==> config.mk <==
export PLATFORM = sky130hd
export DESIGN_NAME = uart_tx_fifo_flat
export DESIGN_NICKNAME = d
export VERILOG_FILES = /design/src/rtl/uart_tx_fifo_if.sv /design/src/rtl/uart_tx_fifo.sv /design/src/flat_wrapper.sv
export SDC_FILE = /design/constraint.sdc
export NUM_CORES = 1
export LEC_CHECK = 0
export BUFFER_PORTS_ARGS = -buffer_cell sky130_fd_sc_hd__buf_2
export CORE_UTILIZATION = 40
export DETAILED_ROUTE_END_ITERATION = 10
export GPL_TIMING_DRIVEN = 1
export HOLD_SLACK_MARGIN = 0.05
export PLACE_DENSITY = 0.64
export SYNTH_ARGS = -nofsm -noshare
export SYNTH_HDL_FRONTEND = slang
export SYNTH_SLANG_ARGS = --single-unit
export TNS_END_PERCENT = 10
==> constraint.sdc <==
create_clock -name clk -period 3.62 [get_ports clk]
set_input_delay 0.362 -clock clk [delete_from_list [all_inputs] [get_ports clk]]
set_output_delay 0.362 -clock clk [all_outputs]
set_load 0.1 [all_outputs]
==> src/rtl/uart_tx_fifo_if.sv <==
// Host write port and transmitter launch port of the UART TX byte buffer.
// The slave modport is the buffer; the master modport is the host/transmitter side.
interface uart_tx_fifo_if #(
    parameter int DEPTH = 16
);
    localparam int ADDR_W = $clog2(DEPTH);

    logic              wr_valid;
    logic [7:0]        wr_data;
    logic              wr_ready;
    logic              flush;
    logic [7:0]        tx_data;
    logic              start_tx;
    logic              tx_done;
    logic              cts_n;
    logic [ADDR_W:0]   level;
    logic              empty;
    logic              full;
    logic              overflow;

    modport master (
        output wr_valid, wr_data, flush, tx_done, cts_n,
        input  wr_ready, tx_data, start_tx, level, empty, full, overflow
    );

    modport slave (
        input  wr_valid, wr_data, flush, tx_done, cts_n,
        output wr_ready, tx_data, start_tx, level, empty, full, overflow
    );
endinterface

==> src/rtl/uart_tx_fifo.sv <==
// Circular byte FIFO feeding a UART transmitter, one start_tx pulse per byte, next byte on tx_done.
// Define UART_TX_CTS_GATE_EN to gate launches on a synchronized active-low cts_n.
module uart_tx_fifo #(
    parameter int DEPTH = 16
) (
    input  logic          clk,
    input  logic          reset,
    uart_tx_fifo_if.slave bus
);
    localparam int ADDR_W = $clog2(DEPTH);
    localparam logic [ADDR_W:0] PTR_ONE  = (ADDR_W + 1)'(1);
    localparam logic [ADDR_W:0] LVL_ZERO = (ADDR_W + 1)'(0);
    localparam logic [ADDR_W:0] LVL_FULL = (ADDR_W + 1)'(DEPTH);

    typedef enum logic [0:0] {
        IDLE      = 1'b0,
        WAIT_DONE = 1'b1
    } state_t;

    logic [7:0]      mem_q [DEPTH];
    logic [ADDR_W:0] wr_ptr_q, wr_ptr_d;
    logic [ADDR_W:0] rd_ptr_q, rd_ptr_d;
    logic [ADDR_W:0] level_q, level_d;
    logic            overflow_q, overflow_d;
    logic [7:0]      tx_data_q;
    logic            start_tx_q;
    state_t          state_q;

    logic empty_s, full_s, wr_ready_s, push_s, launch_ok_s, launch_s, done_s;

`ifdef UART_TX_CTS_GATE_EN
    logic cts_meta_q, cts_sync_q;

    // Two-flop synchronizer; idles deasserted so nothing launches before the far end is ready.
    always_ff @(posedge clk) begin
        if (reset) begin
            cts_meta_q <= 1'b1;
            cts_sync_q <= 1'b1;
        end else begin
            cts_meta_q <= bus.cts_n;
            cts_sync_q <= cts_meta_q;
        end
    end

    assign launch_ok_s = !empty_s && !cts_sync_q;
`else
    logic unused_cts_s;
    assign unused_cts_s = bus.cts_n;
    assign launch_ok_s  = !empty_s;
`endif

    // Status, handshake and launch decision; a flush suppresses any launch from the cleared queue.
    always_comb begin
        empty_s    = (level_q == LVL_ZERO);
        full_s     = (level_q == LVL_FULL);
        wr_ready_s = !full_s && !bus.flush;
        push_s     = bus.wr_valid && wr_ready_s;
        done_s     = bus.tx_done && !start_tx_q;
        launch_s   = 1'b0;
        case (state_q)
            IDLE: begin
                if (launch_ok_s && !bus.flush) launch_s = 1'b1;
                else                           launch_s = 1'b0;
            end
            WAIT_DONE: begin
                if (done_s && launch_ok_s && !bus.flush) launch_s = 1'b1;
                else                                     launch_s = 1'b0;
            end
            default: launch_s = 1'b0;
        endcase
    end

    // Next-state of pointers, occupancy and the sticky overflow flag.
    always_comb begin
        wr_ptr_d   = wr_ptr_q;
        rd_ptr_d   = rd_ptr_q;
        level_d    = level_q;
        overflow_d = overflow_q;
        if (bus.flush) begin
            rd_ptr_d   = wr_ptr_q;
            level_d    = LVL_ZERO;
            overflow_d = 1'b0;
        end else begin
            if (push_s) wr_ptr_d = wr_ptr_q + PTR_ONE;
            else        wr_ptr_d = wr_ptr_q;
            if (launch_s) rd_ptr_d = rd_ptr_q + PTR_ONE;
            else          rd_ptr_d = rd_ptr_q;
            if (push_s && !launch_s)      level_d = level_q + PTR_ONE;
            else if (!push_s && launch_s) level_d = level_q - PTR_ONE;
            else                          level_d = level_q;
            if (bus.wr_valid && full_s) overflow_d = 1'b1;
            else                        overflow_d = overflow_q;
        end
    end

    // Pointer, occupancy and overflow registers.
    always_ff @(posedge clk) begin
        if (reset) begin
            wr_ptr_q   <= LVL_ZERO;
            rd_ptr_q   <= LVL_ZERO;
            level_q    <= LVL_ZERO;
            overflow_q <= 1'b0;
        end else begin
            wr_ptr_q   <= wr_ptr_d;
            rd_ptr_q   <= rd_ptr_d;
            level_q    <= level_d;
            overflow_q <= overflow_d;
        end
    end

    // Storage array; contents need no reset since pointers define validity.
    always_ff @(posedge clk) begin
        if (push_s) mem_q[wr_ptr_q[ADDR_W-1:0]] <= bus.wr_data;
    end

    // Launch FSM; a byte already in flight is never disturbed by flush.
    always_ff @(posedge clk) begin
        if (reset) begin
            state_q    <= IDLE;
            tx_data_q  <= 8'h00;
            start_tx_q <= 1'b0;
        end else begin
            start_tx_q <= launch_s;
            if (launch_s) begin
                tx_data_q <= mem_q[rd_ptr_q[ADDR_W-1:0]];
                state_q   <= WAIT_DONE;
            end else if (state_q == WAIT_DONE && done_s) begin
                state_q <= IDLE;
            end else begin
                state_q <= state_q;
            end
        end
    end

    assign bus.wr_ready = wr_ready_s;
    assign bus.tx_data  = tx_data_q;
    assign bus.start_tx = start_tx_q;
    assign bus.level    = level_q;
    assign bus.empty    = empty_s;
    assign bus.full     = full_s;
    assign bus.overflow = overflow_q;
endmodule

==> src/flat_wrapper.sv <==
// flat-port wrapper written by rule: the top's interface ports become plain ports
module uart_tx_fifo_flat 
#(
    parameter int DEPTH = 16
)
  (clk, reset, bus_wr_valid, bus_wr_data, bus_flush, bus_tx_done, bus_cts_n, bus_wr_ready, bus_tx_data, bus_start_tx, bus_level, bus_empty, bus_full, bus_overflow);
  uart_tx_fifo_if #(.DEPTH(DEPTH)) bus_i ();
  input  logic clk;
  input  logic reset;
  input wire logic [$bits(bus_i.wr_valid)-1:0] bus_wr_valid;
  input wire logic [$bits(bus_i.wr_data)-1:0] bus_wr_data;
  input wire logic [$bits(bus_i.flush)-1:0] bus_flush;
  input wire logic [$bits(bus_i.tx_done)-1:0] bus_tx_done;
  input wire logic [$bits(bus_i.cts_n)-1:0] bus_cts_n;
  output wire logic [$bits(bus_i.wr_ready)-1:0] bus_wr_ready;
  output wire logic [$bits(bus_i.tx_data)-1:0] bus_tx_data;
  output wire logic [$bits(bus_i.start_tx)-1:0] bus_start_tx;
  output wire logic [$bits(bus_i.level)-1:0] bus_level;
  output wire logic [$bits(bus_i.empty)-1:0] bus_empty;
  output wire logic [$bits(bus_i.full)-1:0] bus_full;
  output wire logic [$bits(bus_i.overflow)-1:0] bus_overflow;
  assign bus_i.wr_valid = bus_wr_valid;
  assign bus_i.wr_data = bus_wr_data;
  assign bus_i.flush = bus_flush;
  assign bus_i.tx_done = bus_tx_done;
  assign bus_i.cts_n = bus_cts_n;
  assign bus_wr_ready = bus_i.wr_ready;
  assign bus_tx_data = bus_i.tx_data;
  assign bus_start_tx = bus_i.start_tx;
  assign bus_level = bus_i.level;
  assign bus_empty = bus_i.empty;
  assign bus_full = bus_i.full;
  assign bus_overflow = bus_i.overflow;
  uart_tx_fifo #(.DEPTH(DEPTH)) u_core (.clk(clk), .reset(reset), .bus(bus_i));
endmodule
==> results of run 1 <==
-- cell usage after synthesis, drive strengths merged (7+ instances only) --
| cell type | n | area share [%] |
|---|---|---|
| dfxtp | 24 | 7.7 |
| inv | 9 | 0.54 |
| nor2 | 42 | 2.5 |
| o22ai | 16 | 1.6 |
| nand3 | 9 | 0.72 |
| a311oi | 8 | 1.1 |
| mux2i | 47 | 7.5 |
| a211oi | 7 | 0.92 |
| ha | 9 | 1.8 |
| edfxtp | 128 | 62 |
| buf | 14 | 1.6 |
| nand2 | 15 | 0.90 |
| mux4 | 11 | 4.2 |
-- logic make-up after synthesis --
family | after synthesis
buffers and inverters | 29
DFF | 152
AOI/OAI and AO/OA | 52
and+or+nand+nor | 86
muxes | 58
xor gates and xnor gates | 8
adders and majority gates | 10
-- routing by layer --
layer / part of all wire, % / GRT usage (%) / vias to the layer above
li1: - / - / 1604
met4: 1.7 / 6.93 / 0
met2: 48 / 27.3 / 104
met3: 7.8 / 4.09 / 18
met5: 0 / 0 / -
met1: 42 / 22.1 / 1671
-- final cells by class --
class / instances / area [µm²] / area share [%]
multi-input combinational: 214 / 1760 / 24.5
clock buffer: 19 / 433 / 6.02
sequential: 152 / 4330 / 60.1
tap: 188 / 235 / 3.27
clock inverter: 13 / 203 / 2.82
timing repair buffer: 37 / 203 / 2.82
inverter: 9 / 33.8 / 0.469
-- state kept, by name (all words and copies together) (netlist names) --
signal	count
u_core.mem_q	128
u_core.bus.tx_data	8
u_core.bus.level	5
u_core.rd_ptr_q	4
u_core.wr_ptr_q	4
u_core.bus.overflow	1
u_core.bus.start_tx	1
u_core.state_q	1
-- worst register-to-register path, cell delays in order, from the launching register on --
cell	delay (ps)
dfxtp_1	380
nor4_4	600
a221oi_4	140
buf_4	220
inv_1	100
ha_1	170
inv_1	110
fa_1	420
a21o_1	200
a21oi_1	180
mux2i_1	260
mux2i_1	200
-- worst max path at each step --
stage	startpoint	to	slack [ps]	depth (start not counted)
after global placement	u_core.bus.level[0]	u_core.bus.level[4]	680	11
after detailed placement	u_core.bus.level[0]	u_core.bus.level[4]	590	11
after floorplan	u_core.bus.level[4]	u_core.bus.level[4]	240	11
after CTS	u_core.bus.level[0]	u_core.bus.level[4]	540	11
after global routing	u_core.bus.level[0]	u_core.bus.level[4]	300	11
final	u_core.bus.level[0]	u_core.bus.level[4]	570	11
-- per-stage QoR --
| stage | cells | utilization [%] | hold WS, ps |
|---|---|---|---|
| floorplan | 395 | - | 461 |
| global placement | 600 | 43.2 | 445 |
| detailed placement | 600 | 43.2 | 466 |
| CTS | 632 | 47.3 | 185 |
| global route | 632 | 47.3 | 220 |
| finish | 632 | 47.3 | 194 |
-- placed cells by master (no fill, tap or decap), types with 2 or more instances in the layout --
| cell | instances |
|---|---|
| mux4_1 | 4 |
| buf_4 | 7 |
| and2_1 | 3 |
| a211oi_1 | 6 |
| a21o_1 | 3 |
| inv_1 | 9 |
| o22ai_1 | 16 |
| clkbuf_1 | 2 |
| bufinv_16 | 5 |
| ha_1 | 9 |
| a2bb2oi_1 | 6 |
| dfxtp_1 | 23 |
| xnor2_1 | 6 |
| clkinv_2 | 3 |
| a21oi_1 | 5 |
| xor2_1 | 2 |
| mux4_2 | 7 |
| nor3_1 | 4 |
| nor2_1 | 41 |
| mux2i_1 | 47 |
| nor2b_1 | 3 |
| buf_2 | 30 |
| nand2b_1 | 2 |
| nand2_1 | 15 |
| or3b_1 | 2 |
| edfxtp_1 | 128 |
| a311oi_1 | 8 |
| nand3b_1 | 2 |
| nand3_1 | 9 |
| clkbuf_16 | 17 |
| clkinv_4 | 3 |
-- report_power, final --
group          total (µW)  switching [µW]  internal [µW]
Sequential           2020            69.9           1950
Combinational         750             542            208
Clock                1890             667           1220
Total                4650            1280           3370
==> run_summary.xml, run 1 <==
<?xml version="1.0" encoding="UTF-8"?>
<metrics>
  <group name="outcome">
    <metric name="outcome" unit="">completed</metric>
  </group>
  <group name="floorplan">
    <metric name="core" unit="µm²">15200</metric>
    <metric name="placement_rows" unit="">45</metric>
    <metric name="dieWidth" unit="µm">127</metric>
    <metric name="design.die.area" unit="µm²">16100</metric>
    <metric name="ios" unit="">32</metric>
    <metric name="effective_utilization_at_floorplan" unit="%">41.0</metric>
    <metric name="die_h" unit="µm">127</metric>
  </group>
  <group name="synth">
    <metric name="largest_family_of_logic_cells_by_synthesized_area" unit="">multiplexers</metric>
    <metric name="net_count_after_synthesis" unit="">419</metric>
    <metric name="synth.ff_latch_count" unit="">152</metric>
    <metric name="multiplexer_fraction_of_the_synthesized_cell_area" unit="%">11.8</metric>
    <metric name="synth_adder_area_share" unit="%">2.13</metric>
    <metric name="synth_enable_flop_cells" unit="">128</metric>
    <metric name="postSynth.asyncResetShare" unit="%">0</metric>
    <metric name="yosys.area_share.xor_xnor" unit="%">1.12</metric>
    <metric name="synth_flop_cell" unit="">edfxtp_1</metric>
    <metric name="yosys_warnings" unit="">0</metric>
    <metric name="synth_area_per_cell" unit="µm²">15.8</metric>
    <metric name="synth_cells" unit="">395</metric>
    <metric name="yosys.area_share.simple" unit="%">6.52</metric>
    <metric name="yosys.cell_types.count" unit="">42</metric>
    <metric name="synth_area" unit="µm²">6240</metric>
    <metric name="synth.yosys.seq_area_share" unit="%">69.3</metric>
    <metric name="complex_gate_fraction_of_the_synthesized_area" unit="%">6.70</metric>
  </group>
  <group name="cells_and_area">
    <metric name="num-fill-cells" unit="">1283</metric>
    <metric name="share_of_post_route_cells_with_drive_strength_above_1" unit="%">18.2</metric>
    <metric name="flow.area_growth_from_synthesis" unit="%">15.3</metric>
    <metric name="antenna_cells_inserted" unit="">0</metric>
    <metric name="design_area" unit="µm²">7200</metric>
    <metric name="finish.net_count" unit="">455</metric>
  </group>
  <group name="worst_setup_path">
    <metric name="crit-reg2reg-launch" unit="">u_core.bus.level[0]</metric>
    <metric name="crit_path_cell_trace" unit="">nor4_4 &gt; a221oi_4 &gt; buf_4 &gt; inv_1 &gt; ha_1 &gt; inv_1 &gt; fa_1 &gt; a21o_1 &gt; a21oi_1 &gt; mux2i_1 &gt; mux2i_1</metric>
    <metric name="crit_path_max_fanout" unit="">17</metric>
    <metric name="timing.critical_path.arrival" unit="ps">3400</metric>
    <metric name="path_class" unit="">flop to flop</metric>
    <metric name="cpMaxStageDelayCell" unit="">nor4_4</metric>
    <metric name="timing.critical_path.required" unit="ps">3970</metric>
    <metric name="setup.worst_path.end_class" unit="">flop</metric>
    <metric name="worst_path_bufs_invs" unit="">3</metric>
    <metric name="depth_of_the_most_critical_reg_to_reg_path" unit="">11</metric>
    <metric name="critical_register_to_register_path_endpoint" unit="">u_core.bus.level[4]</metric>
    <metric name="slowest_delay" unit="ps">600</metric>
    <metric name="critical-path-top-delay-family" unit="">simple AND/OR/NAND/NOR gates</metric>
    <metric name="regToRegSetupSlack" unit="ps">570</metric>
    <metric name="timing.critical_path.from_type" unit="">flop</metric>
  </group>
  <group name="power_and_ir_drop">
    <metric name="power.static_leakage" unit="µW">0.00240</metric>
    <metric name="ir_worst_vdd" unit="µV">321</metric>
    <metric name="power_density" unit="nW/µm²">647</metric>
    <metric name="total_power" unit="µW">4650</metric>
  </group>
  <group name="timing">
    <metric name="slew-limit-headroom" unit="%">30.4</metric>
    <metric name="timing.setup.tns" unit="ps">0</metric>
    <metric name="min_period" unit="ps">3050</metric>
    <metric name="rsz_0062_raised_after_global_routing" unit="">no</metric>
    <metric name="worst-slew-pin-transition" unit="ps">1040</metric>
    <metric name="clock_skew" unit="ps">4.10</metric>
    <metric name="min_period_over_period" unit="%">84.3</metric>
    <metric name="final_hold_viol_count" unit="">0</metric>
    <metric name="postLayoutSetupSlackWorst" unit="ps">570</metric>
    <metric name="timing.final.max_slew_violations" unit="">0</metric>
    <metric name="max_freq" unit="MHz">328</metric>
    <metric name="setup_viol" unit="">0</metric>
  </group>
  <group name="placed_design">
    <metric name="port-buffer-count" unit="">30</metric>
    <metric name="preCtsSetupSlack" unit="ps">591</metric>
    <metric name="gp_routability_congestion" unit="">0.777</metric>
    <metric name="detailed_place_hpwl" unit="µm">8110</metric>
    <metric name="cell_area_placed" unit="µm²">6560</metric>
  </group>
  <group name="clock_tree">
    <metric name="cts-root-to-sink-buffers" unit="">2</metric>
    <metric name="worst_skew_pair_latency" unit="ps">420</metric>
    <metric name="post_cts_resize_count" unit="">0</metric>
    <metric name="cts_buffer_count" unit="">17</metric>
    <metric name="cts_setup_buffers" unit="">0</metric>
    <metric name="ctsHtreeMaxLevel" unit="">4</metric>
    <metric name="cts.sink_count" unit="">152</metric>
    <metric name="path_clk_slew" unit="ps">60</metric>
    <metric name="cts_hold_buffers" unit="">0</metric>
    <metric name="ctsRootBufferMaster" unit="">clkbuf_16</metric>
    <metric name="tritoncts" unit="">built</metric>
  </group>
  <group name="hold_path">
    <metric name="worst_hold_path_type" unit="">input pin to flop</metric>
    <metric name="min_delay_worst_endpoint" unit="">u_core.bus.overflow</metric>
    <metric name="min_from" unit="">bus_wr_valid</metric>
    <metric name="hold_depth" unit="">3</metric>
  </group>
  <group name="detailed_routing">
    <metric name="total_number_of_vias" unit="">3397</metric>
    <metric name="ratio_of_routed_vias_to_standard_cells" unit="">5.38</metric>
    <metric name="post-route-drc-count" unit="">0</metric>
    <metric name="detail-route-antenna-nets" unit="">0</metric>
    <metric name="wl" unit="µm">12500</metric>
    <metric name="drt_first_pass_iters" unit="">4</metric>
    <metric name="routed_wire_length_per_instance" unit="µm">19.7</metric>
    <metric name="initialDrtViolationCount" unit="">275</metric>
  </group>
  <group name="global_routing">
    <metric name="wire_length_of_the_first_global_routing_pass" unit="µm">19500</metric>
    <metric name="track_usage" unit="%">17.0</metric>
    <metric name="grt_total_ovfl" unit="">0</metric>
    <metric name="largest_net_degree_at_the_start_of_global_routing" unit="">32</metric>
    <metric name="vias_in_the_first_global_route" unit="">3504</metric>
    <metric name="antenna_found_initial" unit="">0</metric>
  </group>
  <group name="job">
    <metric name="maximum_capacitance_violations" unit="">0</metric>
  </group>
</metrics>
No activity file was read; power rests on OpenSTA's default activity.
==> inputs of run 2 (changes only) <==
clock period = 3.13 ns   (was 3.62 ns; I/O delays follow)
==> run 2 against run 1 <==
  * Cell count increased by 1.3%
  * Worst setup slack got worse by 250 ps
  * Clock-buffer cell count increased by 7
  * Via count rose by 0.41%
  * Sequential power grew 15%
  * Cell area grew 0.38%
  * Critical path type unchanged
  * Highest routed layer unchanged
  * Non-clock buffer count grew 8
  * Power rose by 12%
  * Worst hold slack worse by 51 ps
==> run_summary.xml, run 2 (synthesized netlist as in run 1, its figures left out) <==
<?xml version="1.0" encoding="UTF-8"?>
<metrics>
  <group name="worst_setup_path">
    <metric name="crit_path_cell_trace" unit="">nor4_4 &gt; a221oi_4 &gt; inv_1 &gt; ha_1 &gt; inv_1 &gt; fa_1 &gt; a21o_1 &gt; a21oi_1 &gt; mux2i_1 &gt; mux2i_1</metric>
    <metric name="regToRegSetupSlack" unit="ps">320</metric>
    <metric name="critical-path-top-delay-family" unit="">simple AND/OR/NAND/NOR gates</metric>
    <metric name="worst_path_bufs_invs" unit="">2</metric>
    <metric name="timing.critical_path.required" unit="ps">3480</metric>
    <metric name="slowest_delay" unit="ps">600</metric>
    <metric name="timing.critical_path.from_type" unit="">flop</metric>
    <metric name="timing.critical_path.arrival" unit="ps">3160</metric>
    <metric name="crit_path_max_fanout" unit="">8</metric>
    <metric name="setup.worst_path.end_class" unit="">flop</metric>
    <metric name="path_class" unit="">flop to flop</metric>
    <metric name="cpMaxStageDelayCell" unit="">nor4_4</metric>
  </group>
  <group name="power_and_ir_drop">
    <metric name="power_density" unit="nW/µm²">721</metric>
    <metric name="ir_worst_vdd" unit="µV">444</metric>
    <metric name="power.static_leakage" unit="µW">0.00245</metric>
  </group>
  <group name="detailed_routing">
    <metric name="wl" unit="µm">12700</metric>
    <metric name="routed_wire_length_per_instance" unit="µm">19.8</metric>
    <metric name="drt_first_pass_iters" unit="">4</metric>
    <metric name="post-route-drc-count" unit="">0</metric>
    <metric name="initialDrtViolationCount" unit="">282</metric>
    <metric name="total_number_of_vias" unit="">3411</metric>
    <metric name="ratio_of_routed_vias_to_standard_cells" unit="">5.33</metric>
    <metric name="detail-route-antenna-nets" unit="">0</metric>
  </group>
  <group name="clock_tree">
    <metric name="post_cts_resize_count" unit="">0</metric>
    <metric name="ctsHtreeMaxLevel" unit="">4</metric>
    <metric name="worst_skew_pair_latency" unit="ps">420</metric>
    <metric name="path_clk_slew" unit="ps">60</metric>
    <metric name="ctsRootBufferMaster" unit="">clkbuf_16</metric>
    <metric name="cts_setup_buffers" unit="">0</metric>
    <metric name="cts_hold_buffers" unit="">0</metric>
    <metric name="tritoncts" unit="">built</metric>
    <metric name="cts_buffer_count" unit="">17</metric>
    <metric name="cts-root-to-sink-buffers" unit="">2</metric>
    <metric name="cts.sink_count" unit="">152</metric>
  </group>
  <group name="timing">
    <metric name="min_period" unit="ps">2810</metric>
    <metric name="worst-slew-pin-transition" unit="ps">1060</metric>
    <metric name="clock_skew" unit="ps">6.49</metric>
    <metric name="timing.setup.tns" unit="ps">0</metric>
    <metric name="slew-limit-headroom" unit="%">29.0</metric>
    <metric name="postLayoutSetupSlackWorst" unit="ps">319</metric>
    <metric name="min_period_over_period" unit="%">89.8</metric>
    <metric name="rsz_0062_raised_after_global_routing" unit="">no</metric>
    <metric name="final_hold_viol_count" unit="">0</metric>
    <metric name="max_freq" unit="MHz">356</metric>
    <metric name="setup_viol" unit="">0</metric>
    <metric name="timing.final.max_slew_violations" unit="">0</metric>
  </group>
  <group name="floorplan">
    <metric name="dieWidth" unit="µm">127</metric>
    <metric name="placement_rows" unit="">45</metric>
    <metric name="die_h" unit="µm">127</metric>
    <metric name="effective_utilization_at_floorplan" unit="%">41.0</metric>
    <metric name="design.die.area" unit="µm²">16100</metric>
    <metric name="ios" unit="">32</metric>
    <metric name="core" unit="µm²">15200</metric>
  </group>
  <group name="global_routing">
    <metric name="track_usage" unit="%">17.0</metric>
    <metric name="grt_total_ovfl" unit="">0</metric>
    <metric name="vias_in_the_first_global_route" unit="">3492</metric>
    <metric name="antenna_found_initial" unit="">0</metric>
    <metric name="wire_length_of_the_first_global_routing_pass" unit="µm">19800</metric>
    <metric name="largest_net_degree_at_the_start_of_global_routing" unit="">33</metric>
  </group>
  <group name="cells_and_area">
    <metric name="finish.net_count" unit="">463</metric>
    <metric name="antenna_cells_inserted" unit="">0</metric>
    <metric name="most-common-layout-cells" unit="">128 x edfxtp_1, 47 x mux2i_1, 41 x nor2_1</metric>
    <metric name="largest_register_ffs" unit="">128</metric>
    <metric name="design_area" unit="µm²">7220</metric>
    <metric name="most_frequent_standard_cell_in_the_layout_excluding_fill_and_tap_cells" unit="">edfxtp_1</metric>
    <metric name="finalCoreUtilization" unit="%">47.5</metric>
    <metric name="num-fill-cells" unit="">1279</metric>
    <metric name="share_of_post_route_cells_with_drive_strength_above_1" unit="%">20.1</metric>
    <metric name="flow.area_growth_from_synthesis" unit="%">15.8</metric>
  </group>
  <group name="outcome">
    <metric name="outcome" unit="">completed</metric>
  </group>
  <group name="job">
    <metric name="maximum_capacitance_violations" unit="">0</metric>
  </group>
  <group name="placed_design">
    <metric name="gp_routability_congestion" unit="">0.797</metric>
    <metric name="port-buffer-count" unit="">30</metric>
    <metric name="preCtsSetupSlack" unit="ps">301</metric>
    <metric name="detailed_place_hpwl" unit="µm">8190</metric>
    <metric name="cell_area_placed" unit="µm²">6620</metric>
  </group>
  <group name="hold_path">
    <metric name="worst_hold_path_type" unit="">input pin to flop</metric>
  </group>
</metrics>
-- run 2: cell types whose count changed in the layout (fill, tap and decap cells not counted), moves of 3 or more --
cell       previous run  this run
buf_4                 7        15
bufinv_16             5         0
clkinv_4              3         0
clkbuf_8              0         5
clkbuf_16            17        20
clkinv_2              3         6
-- run 2: worst register-to-register path: cells and delay by family, from the launching register on --
kind / cells / cell delay [ps]
compound gates: 3 / 520
mux: 2 / 430
simple gates: 1 / 600
flops: 1 / 380
fa+ha+maj: 2 / 600
buf+inv: 2 / 220
-- run 2: through the flow --
stage | hold slack (ps) | cells | total power, µW
final | 142 | 640 | 5210
after global routing | 171 | 640 | 5390
after detailed placement | 468 | 608 | 3240
after floorplan | 412 | 395 | 3070
after global placement | 445 | 608 | 3230
after CTS | 126 | 640 | 5240
-- run 2: path summary, 6_finish.rpt --
kind | to | start | depth (start not counted)
worst min-delay path | u_core.bus.overflow | bus_wr_valid | 3
worst max-delay path | u_core.bus.level[4] | u_core.bus.level[0] | 10
worst max register to register | u_core.bus.level[4] | u_core.bus.level[0] | 10
worst min register to register | u_core.bus.overflow | u_core.bus.overflow | 2
-- run 2: cell type report --
cell class	count	area, µm²	share of cell area (%)
Inverter	9	33.8	0.468
Multi-Input combinational cell	214	1760	24.4
Tap cell	188	235	3.26
Sequential cell	152	4330	59.9
Clock buffer	26	573	7.93
Clock inverter	6	30.0	0.416
Timing Repair Buffer	45	263	3.64
-- run 2: power breakdown --
group          switching (µW)  internal [µW]  leakage [µW]  total, µW
clock                     759           1250      0.000307       2010
combinational             621            241      0.000790        862
sequential               82.9           2250       0.00135       2330
total                    1460           3750       0.00245       5210
-- run 2: layer usage --
metal / part of all wire [%] / GRT usage (%) / routed length, µm / up-vias
met5: 0 / 0 / 0 / -
met4: 1.1 / 6.09 / 133 / 0
met3: 5.2 / 3.75 / 657 / 12
met2: 47 / 26.6 / 5930 / 89
met1: 47 / 23.5 / 5940 / 1689
li1: - / - / - / 1621
==> inputs of run 3 (changes only) <==
CELL_PAD_IN_SITES_DETAIL_PLACEMENT = 2   (was unset)
CELL_PAD_IN_SITES_GLOBAL_PLACEMENT = 2   (was unset)
PLACE_DENSITY = 0.79   (was 0.64)
==> run 3 against run 2 <==
  * Worst setup slack worse by 65 ps
  * Core utilization is 0.48 points higher
  * Sequential power hardly changed
  * Largest cell class unchanged
  * Combinational power is 8.8% higher
  * Cell area is 1.0% higher
  * Maximum frequency is 2.3% lower
  * Critical path depth is 1 lower
==> run_summary.xml, run 3 (synthesized netlist as in run 1, its figures left out) <==
<?xml version="1.0" encoding="UTF-8"?>
<metrics>
  <group name="placed_design">
    <metric name="gp_routability_congestion" unit="">0.738</metric>
    <metric name="detailed_place_hpwl" unit="µm">10600</metric>
    <metric name="placed_cells" unit="">609</metric>
    <metric name="preCtsSetupSlack" unit="ps">169</metric>
    <metric name="port-buffer-count" unit="">30</metric>
    <metric name="cell_area_placed" unit="µm²">6630</metric>
  </group>
  <group name="floorplan">
    <metric name="ios" unit="">32</metric>
    <metric name="effective_utilization_at_floorplan" unit="%">41.0</metric>
    <metric name="placement_rows" unit="">45</metric>
    <metric name="die_h" unit="µm">127</metric>
    <metric name="design.die.area" unit="µm²">16100</metric>
    <metric name="dieWidth" unit="µm">127</metric>
    <metric name="core" unit="µm²">15200</metric>
  </group>
  <group name="clock_tree">
    <metric name="ctsHtreeMaxLevel" unit="">4</metric>
    <metric name="path_clk_slew" unit="ps">60</metric>
    <metric name="worst_skew_pair_latency" unit="ps">430</metric>
    <metric name="cts.sink_count" unit="">152</metric>
    <metric name="tritoncts" unit="">built</metric>
    <metric name="cts-root-to-sink-buffers" unit="">2</metric>
    <metric name="ctsRootBufferMaster" unit="">clkbuf_16</metric>
    <metric name="cts_buffer_count" unit="">17</metric>
  </group>
  <group name="timing">
    <metric name="rsz_0062_raised_after_global_routing" unit="">no</metric>
    <metric name="timing.setup.tns" unit="ps">0</metric>
    <metric name="min_period" unit="ps">2880</metric>
    <metric name="postLayoutSetupSlackWorst" unit="ps">255</metric>
    <metric name="min_period_over_period" unit="%">91.9</metric>
    <metric name="slew-limit-headroom" unit="%">40.0</metric>
    <metric name="final_hold_viol_count" unit="">0</metric>
    <metric name="clock_skew" unit="ps">11.2</metric>
    <metric name="worst_hold_slack" unit="ps">179</metric>
    <metric name="setup_viol" unit="">0</metric>
    <metric name="max_freq" unit="MHz">348</metric>
    <metric name="worst-slew-pin-transition" unit="ps">898</metric>
    <metric name="timing.final.max_slew_violations" unit="">0</metric>
  </group>
  <group name="cells_and_area">
    <metric name="layoutNonFillerInstCount" unit="">641</metric>
    <metric name="most-common-layout-cells" unit="">128 x edfxtp_1, 47 x mux2i_1, 41 x nor2_1</metric>
    <metric name="largest_register_ffs" unit="">128</metric>
    <metric name="finish.net_count" unit="">465</metric>
    <metric name="flow.area_growth_from_synthesis" unit="%">16.9</metric>
    <metric name="most_frequent_standard_cell_in_the_layout_excluding_fill_and_tap_cells" unit="">edfxtp_1</metric>
    <metric name="share_of_post_route_cells_with_drive_strength_above_1" unit="%">20.3</metric>
    <metric name="design_area" unit="µm²">7300</metric>
    <metric name="antenna_cells_inserted" unit="">0</metric>
  </group>
  <group name="worst_setup_path">
    <metric name="path_class" unit="">flop to flop</metric>
    <metric name="timing.critical_path.from_type" unit="">flop</metric>
    <metric name="crit-reg2reg-launch" unit="">u_core.bus.level[1]</metric>
    <metric name="timing.critical_path.arrival" unit="ps">3220</metric>
    <metric name="crit_path_max_fanout" unit="">8</metric>
    <metric name="timing.critical_path.required" unit="ps">3480</metric>
    <metric name="setup.worst_path.end_class" unit="">flop</metric>
    <metric name="worstSetupStartpoint" unit="">u_core.bus.level[1]</metric>
  </group>
  <group name="detailed_routing">
    <metric name="ratio_of_routed_vias_to_standard_cells" unit="">5.66</metric>
    <metric name="routed_wire_length_per_instance" unit="µm">25.3</metric>
    <metric name="wl" unit="µm">16200</metric>
    <metric name="post-route-drc-count" unit="">0</metric>
    <metric name="total_number_of_vias" unit="">3625</metric>
    <metric name="drt_first_pass_iters" unit="">4</metric>
    <metric name="initialDrtViolationCount" unit="">241</metric>
    <metric name="detail-route-antenna-nets" unit="">0</metric>
  </group>
  <group name="hold_path">
    <metric name="worst_hold_path_type" unit="">input pin to flop</metric>
    <metric name="min_from" unit="">bus_wr_valid</metric>
  </group>
  <group name="global_routing">
    <metric name="grt_total_ovfl" unit="">0</metric>
    <metric name="grt_most_used_layer" unit="">met2</metric>
    <metric name="track_usage" unit="%">21.9</metric>
    <metric name="largest_net_degree_at_the_start_of_global_routing" unit="">37</metric>
    <metric name="gr-usage-met2" unit="%">36.5</metric>
    <metric name="vias_in_the_first_global_route" unit="">4045</metric>
    <metric name="antenna_found_initial" unit="">0</metric>
    <metric name="use_met1" unit="%">27.3</metric>
    <metric name="groute.layer.met3.usage" unit="%">4.60</metric>
    <metric name="wire_length_of_the_first_global_routing_pass" unit="µm">24900</metric>
  </group>
  <group name="job">
    <metric name="maximum_capacitance_violations" unit="">0</metric>
  </group>
  <group name="power_and_ir_drop">
    <metric name="power_switching_share" unit="%">28.2</metric>
    <metric name="power_density" unit="nW/µm²">762</metric>
    <metric name="share_clk_of_total_power" unit="%">41.4</metric>
    <metric name="seq_power_share" unit="%">41.7</metric>
    <metric name="p_int" unit="µW">3990</metric>
    <metric name="p_switching" unit="µW">1570</metric>
    <metric name="power.static_leakage" unit="µW">0.00247</metric>
    <metric name="power_frac_comb" unit="%">16.9</metric>
    <metric name="ir_worst_vdd" unit="µV">396</metric>
  </group>
  <group name="outcome">
    <metric name="outcome" unit="">completed</metric>
  </group>
</metrics>
==> run 3: area by class of cell <==
type,count,area [µm²]
Inverter,9,33.8
Clock buffer,18,429
Fill cell,1412,7910
Tap cell,188,235
Clock inverter,13,228
Multi-Input combinational cell,214,1770
Timing Repair Buffer,47,278
Sequential cell,152,4330
==> run 3: final timing paths <==
path	to	slack, ps	cells after the start
setup / recovery	u_core.bus.level[4]	250	9
setup reg to reg	u_core.bus.level[4]	250	9
hold / removal	u_core.bus.overflow	180	3
hold reg to reg	u_core.bus.overflow	500	2
==> run 3: what timing repair did <==
item | CTS | global route
endpoints found under the setup margin | 0 | 1
buffers inserted | 0 | 1
hold buffers | 0 | 0
resized for setup | 0 | 1
==> run 3: routing by layer <==
metal,part of all wire [%],vias to the layer above
li1,-,1625
met3,3.9,30
met5,0,-
met2,50,94
met4,3.6,0
met1,43,1876
==> run 3: power by group through the flow <==
stage | clock, µW | sequential, µW | combinational (µW)
after global placement | 0 | 2360 | 890
after global routing | 2410 | 2330 | 990
after CTS | 2340 | 2320 | 935
final | 2300 | 2320 | 938
after floorplan | 0 | 2600 | 467
after detailed placement | 0 | 2360 | 926
==> run 3: worst max-delay path, stage by stage (launching register included) <==
cell and delay, ps:
dfxtp_1 470, nor4_4 140, a211oi_2 510, ha_1 260
inv_1 120, fa_1 430, a21o_1 220, a21oi_2 180
mux2i_1 250, mux2i_1 220
==> run 3: metrics by stage <==
stage | total power [µW] | util, %
3_3_place_gp | 3250 | 43.6
6_report | 5560 | 48.0
3_5_place_dp | 3290 | 43.6
4_1_cts | 5590 | 47.9
5_1_grt | 5730 | 48.0
2_1_floorplan | 3070 | -
